<file path="config.mk">
export PLATFORM = sky130hd
export DESIGN_NAME = sll_iter
export DESIGN_NICKNAME = d
export VERILOG_FILES = /design/src/rtl/sll_pkg.sv /design/src/rtl/sll_stage.sv /design/src/rtl/sll_iter.sv
export SDC_FILE = /design/constraint.sdc
export NUM_CORES = 1
export LEC_CHECK = 0
export CAP_MARGIN = 20
export CORE_ASPECT_RATIO = 0.5
export CORE_MARGIN = 1.5
export CORE_UTILIZATION = 55
export DETAILED_ROUTE_END_ITERATION = 16
export PLACE_DENSITY = 0.82
export RECOVER_POWER = 100
export SETUP_SLACK_MARGIN = 0.4
export SYNTH_ARGS = -nofsm -noshare
export SYNTH_HDL_FRONTEND = slang
export SYNTH_SLANG_ARGS = --single-unit
</file>
<file path="constraint.sdc">
create_clock -name clk -period 4.7 [get_ports clk]
set_clock_uncertainty 0.2 [all_clocks]
set_input_delay 0.705 -clock clk [delete_from_list [all_inputs] [get_ports clk]]
set_output_delay 0.705 -clock clk [all_outputs]
set_load 0.05 [all_outputs]
</file>
<file path="src/rtl/sll_pkg.sv">
// Shared types and sizing for the iterative logical left shifter.
package sll_pkg;

    localparam int unsigned WIDTH  = 32;
    localparam int unsigned SHW    = 5;
    localparam int unsigned STAGEW = $clog2(SHW);
    // Upper operand bits that must all be zero for an in-range shift.
    localparam int unsigned OVW    = WIDTH - SHW;

    typedef enum logic [1:0] {
        StIdle,
        StShift,
        StDone
    } state_e;

endpackage

</file>
<file path="src/rtl/sll_stage.sv">
// One conditional shift stage: shifts by 2**k when enabled, otherwise passes through.
module sll_stage
    import sll_pkg::*;
(
    input  logic [WIDTH-1:0]  acc_i,
    input  logic              en_i,
    input  logic [STAGEW-1:0] k_i,
    output logic [WIDTH-1:0]  acc_o
);

    logic [WIDTH-1:0] shifted;

    always_comb begin
        shifted = acc_i << (32'd1 << k_i);
        acc_o   = en_i ? shifted : acc_i;
    end

endmodule

</file>
<file path="src/rtl/sll_iter.sv">
// Multi-cycle logical left shifter: one shift-amount bit per cycle, start/done handshake.
module sll_iter
    import sll_pkg::*;
(
    input  logic             clk,
    input  logic             rst_n,
    input  logic             start,
    input  logic [WIDTH-1:0] A,
    input  logic [WIDTH-1:0] B,
    output logic             busy,
    output logic             done,
    output logic [WIDTH-1:0] res
);

    state_e              state_q, state_d;
    logic [WIDTH-1:0]    acc_q, acc_d;
    logic [WIDTH-1:0]    res_q, res_d;
    logic [STAGEW-1:0]   stage_q, stage_d;
    logic [SHW-1:0]      shamt_q, shamt_d;
    logic [WIDTH-1:0]    stage_out;
    logic                stage_en;

    assign stage_en = shamt_q[stage_q];

    sll_stage u_stage (
        .acc_i (acc_q),
        .en_i  (stage_en),
        .k_i   (stage_q),
        .acc_o (stage_out)
    );

    always_comb begin
        state_d = state_q;
        acc_d   = acc_q;
        res_d   = res_q;
        stage_d = stage_q;
        shamt_d = shamt_q;
        unique case (state_q)
            StIdle, StDone: begin
                if (start) begin
                    acc_d   = A;
                    shamt_d = B[SHW-1:0];
                    stage_d = '0;
                    // Any set bit above the stage range shifts everything out.
                    if (|B[WIDTH-1:SHW]) begin
                        res_d   = '0;
                        state_d = StDone;
                    end else begin
                        state_d = StShift;
                    end
                end else if (state_q == StDone) begin
                    state_d = StIdle;
                end
            end
            StShift: begin
                acc_d   = stage_out;
                stage_d = stage_q + STAGEW'(1);
                if (stage_q == STAGEW'(SHW - 1)) begin
                    res_d   = stage_out;
                    state_d = StDone;
                end
            end
            default: state_d = StIdle;
        endcase
    end

    always_ff @(posedge clk or negedge rst_n) begin
        if (!rst_n) begin
            state_q <= StIdle;
            acc_q   <= '0;
            res_q   <= '0;
            stage_q <= '0;
            shamt_q <= '0;
        end else begin
            state_q <= state_d;
            acc_q   <= acc_d;
            res_q   <= res_d;
            stage_q <= stage_d;
            shamt_q <= shamt_d;
        end
    end

    assign busy = (state_q == StShift);
    assign done = (state_q == StDone);
    assign res  = res_q;

endmodule

</file>
* After elaboration in Yosys (flattened, before gate mapping)
Cells that the tools add are included.
** Storage, ports and cells
- Register bits :: 74
- Output and inout port bits :: 34
- Input port bits :: 67
- Memory bits (writable) :: 0
- Bits in read-only memories :: 0
- Logic and storage cells :: 40
- Memories kept :: 0
- Bits in latches :: 0
** Cells by class
- $mul :: 0
- Shift operators :: 2
- Reductions and logical operators :: 8
- Bitwise operators :: 0
- Add/sub/neg operators :: 1
- Div/mod/pow operators :: 0
- Mux-type cells :: 16
- Eq/ne operators :: 7
- $lt $le $gt $ge :: 1
** Operator list (count)
- $mux 32 :: 5
- $pmux 32 s2 :: 2
- $shl 1x3->32 const A :: 1
- $shl 32x32->32 :: 1
- $reduce_or 27->1 :: 1
- $mux 2 :: 4
- $pmux 3 s2 :: 1
- $reduce_and 2->1 :: 3
- $lt 3x4->1 const B :: 1
- $ne 2x2->1 const B :: 2
- $pmux 2 s2 :: 1
- $reduce_and 4->1 :: 1
- $add 3x1->3 const B :: 1
- $bmux 1 s3 :: 1
- $eq 3x3->1 const B :: 1
- $mux 3 :: 1
- $ne 3x3->1 const B :: 1
- $eq 2x1->1 const B :: 1
- $eq 2x2->1 const B :: 1
- $logic_not 2->1 :: 1
- $ne 2x1->1 const B :: 1
- $reduce_bool 2->1 :: 1
- $reduce_or 2->1 :: 1
- $mux 1 :: 1

* Longest topological paths before layout
Gate-level depths: netlist of the first run.
- Depth in word-level cells :: 5
- Gate-level depth with buffers :: 12
- Mapped depth without buffers :: 8

* By module
Synthesis of the first run repeated with hierarchy kept, for this count alone.
** Second synthesis, totals
- Cell total of the unflattened synthesis :: 505
- Area total of the unflattened synthesis :: 4873.4 µm²
** By module, submodules not included
- sll_iter :: seq. area each 1851.8 µm², instances 1, cells an instance 298, area an instance 3432.0 µm²
- sll_stage :: seq. area each 0.0 µm², instances 1, cells an instance 207, area an instance 1441.4 µm²

* Worst setup path after synthesis of the first run
OpenSTA, ideal clock, no wires.
- Kind :: register to register
- From :: register stage_q[0]
- To :: register acc_q[19]
- Cell stages (with the launch flop) :: 11
- Path buffers :: 3
- Library setup time :: 0.095 ns
- Path slack :: 2.030 ns
- Clock period less this slack :: 2.670 ns
- Data arrival time :: 2.375 ns
- Required time :: 4.405 ns
- Cell sequence :: dfrtp_1 -> ha_1 -> ha_1 -> buf_2 -> or2_2 -> buf_2 -> clkbuf_1 -> o211ai_1 -> a21oi_1 -> o32a_1 -> o31ai_1
** Between the ends
- Cells in the longest elaborated chain, start to end :: 4
- Elaborated cells between the ends (all ways) :: 6
- Classes of those cells :: shift: 2; mux: 4
** Ends and longest elaborated chain
- start, declared :: RTL line sll_iter.sv:18 : logic [STAGEW-1:0] stage_q, stage_d;
- start signal, assigned :: RTL line sll_iter.sv:78 : stage_q <= stage_d;
- $shl 1x3->32 or $bmux 1 s3 (tied branches) :: RTL line sll_stage.sv:14, sll_iter.sv:23
- $shl 32x32->32 or $mux 1 (tied branches) :: RTL line sll_stage.sv:14, sll_iter.sv:23
- $mux 32 * :: RTL line sll_stage.sv:15 : acc_o = en_i ? shifted : acc_i;
- $pmux 32 s2 * :: RTL line sll_iter.sv:38 : unique case (state_q)
- end signal, assigned :: RTL line sll_iter.sv:70 : acc_q <= '0;
- end signal, assigned :: RTL line sll_iter.sv:76 : acc_q <= acc_d;
- end, declared :: RTL line sll_iter.sv:16 : logic [WIDTH-1:0] acc_q, acc_d;
Every way passes the cells marked *; elsewhere a longest branch is shown, timed or not. The select of a mux whose other input is x is not followed.
A chain may end at the register's enable or synchronous reset.

* Worst setup path after layout of the first run
- From :: register stage_q[2]
- To :: register acc_q[30]
The elaborated chain is that of the path after synthesis.

==> summary.md, run 1 <==
| Metric | Value |
|---|---|
| Inserted Clock Buffers | `9` |
| H-tree Lvls | `3` |
| Worst reg-to-reg setup slack | `0.63 ns` |
| Worst-margin pin slew | `1.90 ns` |
| Period minus WS final | `4.07 ns` |
| Fraction of registers with async set/reset | `100%` |
| FP Rows | `26` |
| Netlist area before placement | `0.00570 mm²` |
| Top FF cell, synth | `dfrtp_1` |
| Reg area | `0.00185 mm²` |
| CP Capture Type | `flop` |
| Drt wl/cell | `26.1 µm` |
| WHS Path Cells | `2` |
| Setup bufs post-CTS | `0` |
| P per Cell Area | `269 mW/mm²` |
| Number of synthesized flops with an enable pin | `0` |
| Area of the multi-input gates | `0.00351 mm²` |
| Status | `finished with violations` |
| Most common cell in the netlist | `nand2_1` |
| Total of max-cap violations | `1` |
| CP Data Required Time | `4.71 ns` |
| Slew Limit Fails | `75` |
| Worst Reg2Reg Path Length in Cells | `8` |
| RSZ-0062 raised after global routing | `false` |
| DRC viols | `0` |
| Starting Density | `56.1%` |
| Clk Tree Root Cell | `clkbuf_16` |
| Top post-synthesis cells by count | `nand2_1, dfrtp_1, o21ai_0, a21oi_1, o211ai_1` |
| Global-route wire length before repair | `34.1 mm` |
| Post-synthesis sequential area ratio | `32.5%` |
| GRT overflow | `0` |
| Synth area leader | `dfrtp_1` |
| CTS tree | `built` |
| Largest stage delay, worst path | `0.70 ns` |
| Worst-path clk slew | `0.07 ns` |
| Vias | `6385` |
| Ys Warns | `0` |
| Die area | `0.0110 mm²` |
| Rel. slew slack | `-26.4%` |
| Pin count of the biggest net entering global routing | `75` |
| Nets | `809` |
| Post-Syn Nets | `733` |
| Initial antenna violation count | `3` |
| Avg Cell Area, Syn | `8.63 µm²` |
| Hold-fix buffers at CTS | `0` |
| Hold_sp | `res[6]$_DFFE_PN0P_` |
| Fmax | `0.246 GHz` |
| Reg2reg end | `acc_q[30]$_DFFE_PN0P_` |
| Yosys top cell area share | `32.5%` |
| Post-cts sizing count | `0` |
| RR Startpoint | `stage_q[2]$_DFFE_PN0P_` |
| Synth unique cells | `69` |
| Syn-to-layout area delta | `24.0%` |
| First-pass DRT Iterations | `6` |
| Worst Path Arrival | `4.08 ns` |
| Fillers | `792` |
| Clock net sink count | `74` |
| Crit-path cells | `buf_4, ha_1, clkbuf_1, or2_2, o21ai_0, mux4_2, a221oi_2, a21oi_1` |
| Io pins | `101` |
| Mapped Cells | `660` |
| Max stage delay cell, worst path | `or2_2` |
| Via density | `7.24` |
| Initial drt markers | `962` |
| Worst-path maximum fanout | `37` |
| Die Y | `75.0 µm` |
| Port bufs | `100` |
| Startpoint types | `flop` |
| DP Wirelength | `16.7 mm` |
| Core area | `0.0101 mm²` |
| Leakage | `3.21 nW` |
| Setup violators final | `0` |
| Routed WL | `23.1 mm` |
| Worst hold endpoint | `res[6]$_DFFE_PN0P_` |
| Synth top area cells | `dfrtp_1, nand2_1, mux2i_1` |
| Latest clock arrival within the worst-skew pair | `0.34 ns` |
| Area after DPL | `0.00675 mm²` |
| Cell area after layout | `0.00706 mm²` |
| Peak supply drop | `173 µV` |
| Hold Crit Class | `flop to flop` |
| Total power | `1.90 mW` |
| Setup_tns | `0 ns` |
| Post-synthesis register bit count | `74` |
| Total track usage | `41.9%` |
| Final hold vios | `0` |
| Routed Antenna Nets | `0` |
| Routability Congestion | `1.06` |
| Post-route clock period utilization | `86.5%` |
| Vias in the first global route | `5757` |
| Critical path class | `flop to flop` |
| CTS Buffer Depth | `2` |
| Die width | `147 µm` |
| Share of cells above drive strength 1 | `10.1%` |
| Violated checks | `max-capacitance violations, max-slew violations` |
==> state kept, by name, summed over array words and instances, names as in the netlist <==
register	cells
state_q	2
acc_q	32
res	32
shamt_q	5
stage_q	3
==> metal layers <==
layer / GRT usage [%] / part of all wire, % / routed length [µm] / vias to the layer above
li1: - / - / - / 2674
met1: 58.5 / 41 / 9510 / 3040
met2: 58.0 / 39 / 9080 / 582
met3: 19.0 / 17 / 3890 / 87
met4: 12.2 / 2.5 / 569 / 2
met5: 0 / 0.056 / 13 / -
==> critical path: cells and delay by family (launching register included) <==
family / cells / cell delay (ns)
buffers and inverters: 2 / 0.95
AOI/OAI and AO/OA: 3 / 0.79
and+or+nand+nor: 1 / 0.70
muxes: 1 / 0.59
DFF: 1 / 0.51
adders and majority gates: 1 / 0.18
==> per-stage QoR <==
step | cells | hold WS, ns | setup WS, ns | util (%)
final | 882 | 0.283 | 0.634 | 69.6
after global routing | 880 | 0.300 | 0.501 | 69.6
after CTS | 880 | 0.289 | 1.22 | 69.8
after detailed placement | 865 | 0.275 | 1.23 | 66.5
after global placement | 865 | 0.257 | 1.25 | 66.5
after floorplan | 660 | 0.209 | 2.03 | -
==> power by group <==
group / leakage (nW) / total (mW) / switching (mW) / internal [mW]
combinational: 2.08 / 0.355 / 0.196 / 0.160
clock: 0.165 / 0.817 / 0.287 / 0.530
sequential: 0.958 / 0.731 / 0.0642 / 0.667
==> worst max path at each step <==
stage                           startpoint                     to  slack, ns
detailed placement  stage_q[2]$_DFFE_PN0P_  acc_q[30]$_DFFE_PN0P_       1.23
floorplan           stage_q[0]$_DFFE_PN0P_  acc_q[19]$_DFFE_PN0P_       2.03
finish              stage_q[2]$_DFFE_PN0P_  acc_q[30]$_DFFE_PN0P_       0.63
CTS                 stage_q[2]$_DFFE_PN0P_  acc_q[30]$_DFFE_PN0P_       1.22
global placement    stage_q[2]$_DFFE_PN0P_  acc_q[23]$_DFFE_PN0P_       1.25
global route        stage_q[2]$_DFFE_PN0P_  acc_q[30]$_DFFE_PN0P_       0.50
==> cell type report <==
cell class                 instances  area share (%)
clock inverter                     5            1.45
multi-input combinational        518            49.6
antenna                            2          0.0708
sequential                        74            26.2
inverter                          11           0.584
tap                              140            2.48
timing repair buffer             122            16.2
clock buffer                      10            3.38
==> layout by cell type, fill, tap and decap left out, drive strengths merged, types with 16 or more instances in the layout <==
cell type,netlist,routed
buf,25,17
o21ai,44,44
clkdlybuf4s50,0,64
clkbuf,32,16
nand2,117,117
a21oi,36,36
mux2i,34,34
dlygate4sd3,0,35
dfrtp,74,74
nor2,25,25
a22oi,21,21
o211ai,34,34
mux2,24,24
==> logic make-up after synthesis <==
logic type      Yosys count  synth area share [%]
compound gates          239                  30.2
simple gates            209                  16.8
flops                    74                  32.5
buf+inv                  68                  5.82
mux                      64                  13.3
fa+ha+maj                 6                  1.32
No activity file was read; power rests on OpenSTA's default activity.
==> inputs of run 2 (changes only) <==
ABC_CLOCK_PERIOD_IN_PS = 4700   (was default)
SLEW_MARGIN = 5   (was default)
==> results of run 2 <==
The final DEF is identical to that of run 1; final timing and power are the same.
==> inputs of run 3 (changes only) <==
RECOVER_POWER = default   (was 100)
==> run 3 against run 2 <==
The flow now finishes without violations. Register-to-register slack gained 0.45 ns. Critical path depth did not move. Clock-buffer cell count unchanged. Fmax increased by 12%.
==> summary.md, run 3 (synthesis results as in run 1) <==
| Metric | Value |
|---|---|
| Status | `finished, final reports clean` |
| Nets | `809` |
| Antenna diode count | `0` |
| Pin count of the biggest net entering global routing | `75` |
| Startpoint types | `flop` |
| CP Capture Type | `flop` |
| CTS Buffer Depth | `2` |
| Final hold vios | `0` |
| Setup violators final | `0` |
| Crit-path cells | `buf_4, ha_1, buf_4, or2_2, o21ai_0, mux4_2, a221oi_2, a21oi_1` |
| Clk Tree Root Cell | `clkbuf_16` |
| CTS tree | `built` |
| Worst hold endpoint | `res[6]$_DFFE_PN0P_` |
| Top Layer Used | `met5` |
| Io pins | `101` |
| Starting Density | `56.1%` |
| P_sw | `0.543 mW` |
| Peak supply drop | `176 µV` |
| Die area | `0.0110 mm²` |
| M1 WL | `9.51 mm` |
| Routed WL | `23.0 mm` |
| Global-route wire length before repair | `34.1 mm` |
| CP Data Required Time | `4.71 ns` |
| DRC viols | `0` |
| Latest clock arrival within the worst-skew pair | `0.34 ns` |
| DP Wirelength | `16.7 mm` |
| Most frequent CP cell | `buf_4` |
| Area of the multi-input gates | `0.00352 mm²` |
| WHS Path Cells | `2` |
| Met2 WL | `9.08 mm` |
| Inserted Clock Buffers | `9` |
| GRT overflow | `0` |
| Slew Limit Fails | `0` |
| Clock Power Share | `42.8%` |
| Port bufs | `100` |
| First-pass DRT Iterations | `6` |
| Clock net sink count | `74` |
| Worst Path Arrival | `3.62 ns` |
| Worst-margin pin slew | `1.17 ns` |
| Critical Path Stages | `8` |
| Total of max-cap violations | `0` |
| Metal3 WL | `3.81 mm` |
| Post-route clock period utilization | `77.0%` |
| Die Y | `75.0 µm` |
| Period minus WS final | `3.62 ns` |
| Routed Antenna Nets | `0` |
| Core area | `0.0101 mm²` |
| Hold_sp | `res[6]$_DFFE_PN0P_` |
| Leakage | `3.11 nW` |
| Initial antenna violation count | `2` |
| Reg area | `0.00185 mm²` |
| Fillers | `780` |
| Final Core Density | `69.8%` |
| Critical path class | `flop to flop` |
| Fmax | `0.276 GHz` |
| Sw Share | `28.6%` |
| Total track usage | `41.9%` |
| Post-cts sizing count | `0` |
| RR Startpoint | `stage_q[2]$_DFFE_PN0P_` |
| Initial drt markers | `974` |
| Hold WS | `0.289 ns` |
| Gate power share | `18.8%` |
| Part of the power in registers | `38.5%` |
| Worst-path maximum fanout | `37` |
| Hold Crit Class | `flop to flop` |
| Routability Congestion | `1.06` |
| Reg2reg end | `acc_q[30]$_DFFE_PN0P_` |
| Power Internal | `1.36 mW` |
| Share of cells above drive strength 1 | `11.5%` |
| Die width | `147 µm` |
| RSZ-0062 raised after global routing | `false` |
| Vias in the first global route | `5757` |
| Kind of cell adding the most delay to the critical path | `compound AO/OA/AOI/OAI gates` |
| Hold-fix buffers at CTS | `0` |
| Most common cell after layout, fill and taps aside | `nand2_1` |
| Most frequent cells in the layout | `nand2_1, clkdlybuf4s50_1, dfrtp_1, o21ai_0` |
| Worst reg-to-reg setup slack | `1.08 ns` |
| Largest stage delay, worst path | `0.61 ns` |
| Critical path buffers and inverters | `2` |
| Setup bufs post-CTS | `0` |
| Worst Reg2Reg Path Length in Cells | `8` |
| H-tree Lvls | `3` |
| FP Rows | `26` |
| Drt wl/cell | `26.2 µm` |
| P per Cell Area | `268 mW/mm²` |
| Rel. slew slack | `21.9%` |
| Worst-path clk slew | `0.07 ns` |
| Via density | `7.19` |
| Max stage delay cell, worst path | `or2_2` |
| Setup_tns | `0 ns` |
| Total power | `1.90 mW` |
| Syn-to-layout area delta | `24.4%` |
| Vias | `6329` |
[run 3: cell types whose count changed in the layout (fill, tap and decap cells not counted), moves of 2 or more]
cell             delta
o21ai_1             +3
o21ai_0             -3
buf_4               +6
dlygate4sd3_1      -35
clkdlybuf4s50_1    +35
clkbuf_1            -5
diode_2             -2
[run 3: worst max path at each step]
stage | start | end | slack [ns]
finish | stage_q[2]$_DFFE_PN0P_ | acc_q[30]$_DFFE_PN0P_ | 1.08
global placement | stage_q[2]$_DFFE_PN0P_ | acc_q[23]$_DFFE_PN0P_ | 1.25
global route | stage_q[2]$_DFFE_PN0P_ | acc_q[30]$_DFFE_PN0P_ | 1.0
floorplan | stage_q[0]$_DFFE_PN0P_ | acc_q[19]$_DFFE_PN0P_ | 2.03
detailed placement | stage_q[2]$_DFFE_PN0P_ | acc_q[30]$_DFFE_PN0P_ | 1.23
CTS | stage_q[2]$_DFFE_PN0P_ | acc_q[30]$_DFFE_PN0P_ | 1.22
[run 3: layout make-up]
| cell class | count | area share, % |
|---|---|---|
| clock buffer | 10 | 3.37 |
| inverter | 11 | 0.582 |
| timing repair buffer | 122 | 16.4 |
| multi-input combinational | 518 | 49.6 |
| clock inverter | 5 | 1.45 |
| tap | 140 | 2.47 |
| sequential | 74 | 26.1 |
[run 3: power by group through the flow]
stage          clock, mW  sequential, mW  combinational (mW)
2_1_floorplan          0           0.714               0.197
3_3_place_gp           0           0.737               0.338
4_1_cts            0.812           0.725               0.344
3_5_place_dp           0           0.736               0.341
6_report           0.813           0.731               0.357
5_1_grt            0.839           0.731               0.377
[run 3: through the flow]
| step | instance area (µm²) | instances | worst slack [ns] |
|---|---|---|---|
| floorplan | 5700 | 660 | 2.03 |
| global placement | 6750 | 865 | 1.25 |
| detailed placement | 6750 | 865 | 1.23 |
| CTS | 7090 | 880 | 1.22 |
| global route | 7090 | 880 | 0.999 |
| finish | 7090 | 880 | 1.08 |
[run 3: routing by layer]
layer | global-route usage [%] | vias up
li1 | - | 2670
met1 | 58.5 | 3002
met2 | 58.0 | 573
met3 | 19.0 | 82
met4 | 12.2 | 2
met5 | 0 | -
[run 3: worst reg2reg max path: stages, from the launching register on]
cell,delay [ns]
dfrtp_1,0.53
buf_4,0.33
ha_1,0.19
buf_4,0.22
or2_2,0.61
o21ai_0,0.37
mux4_2,0.60
a221oi_2,0.33
a21oi_1,0.12
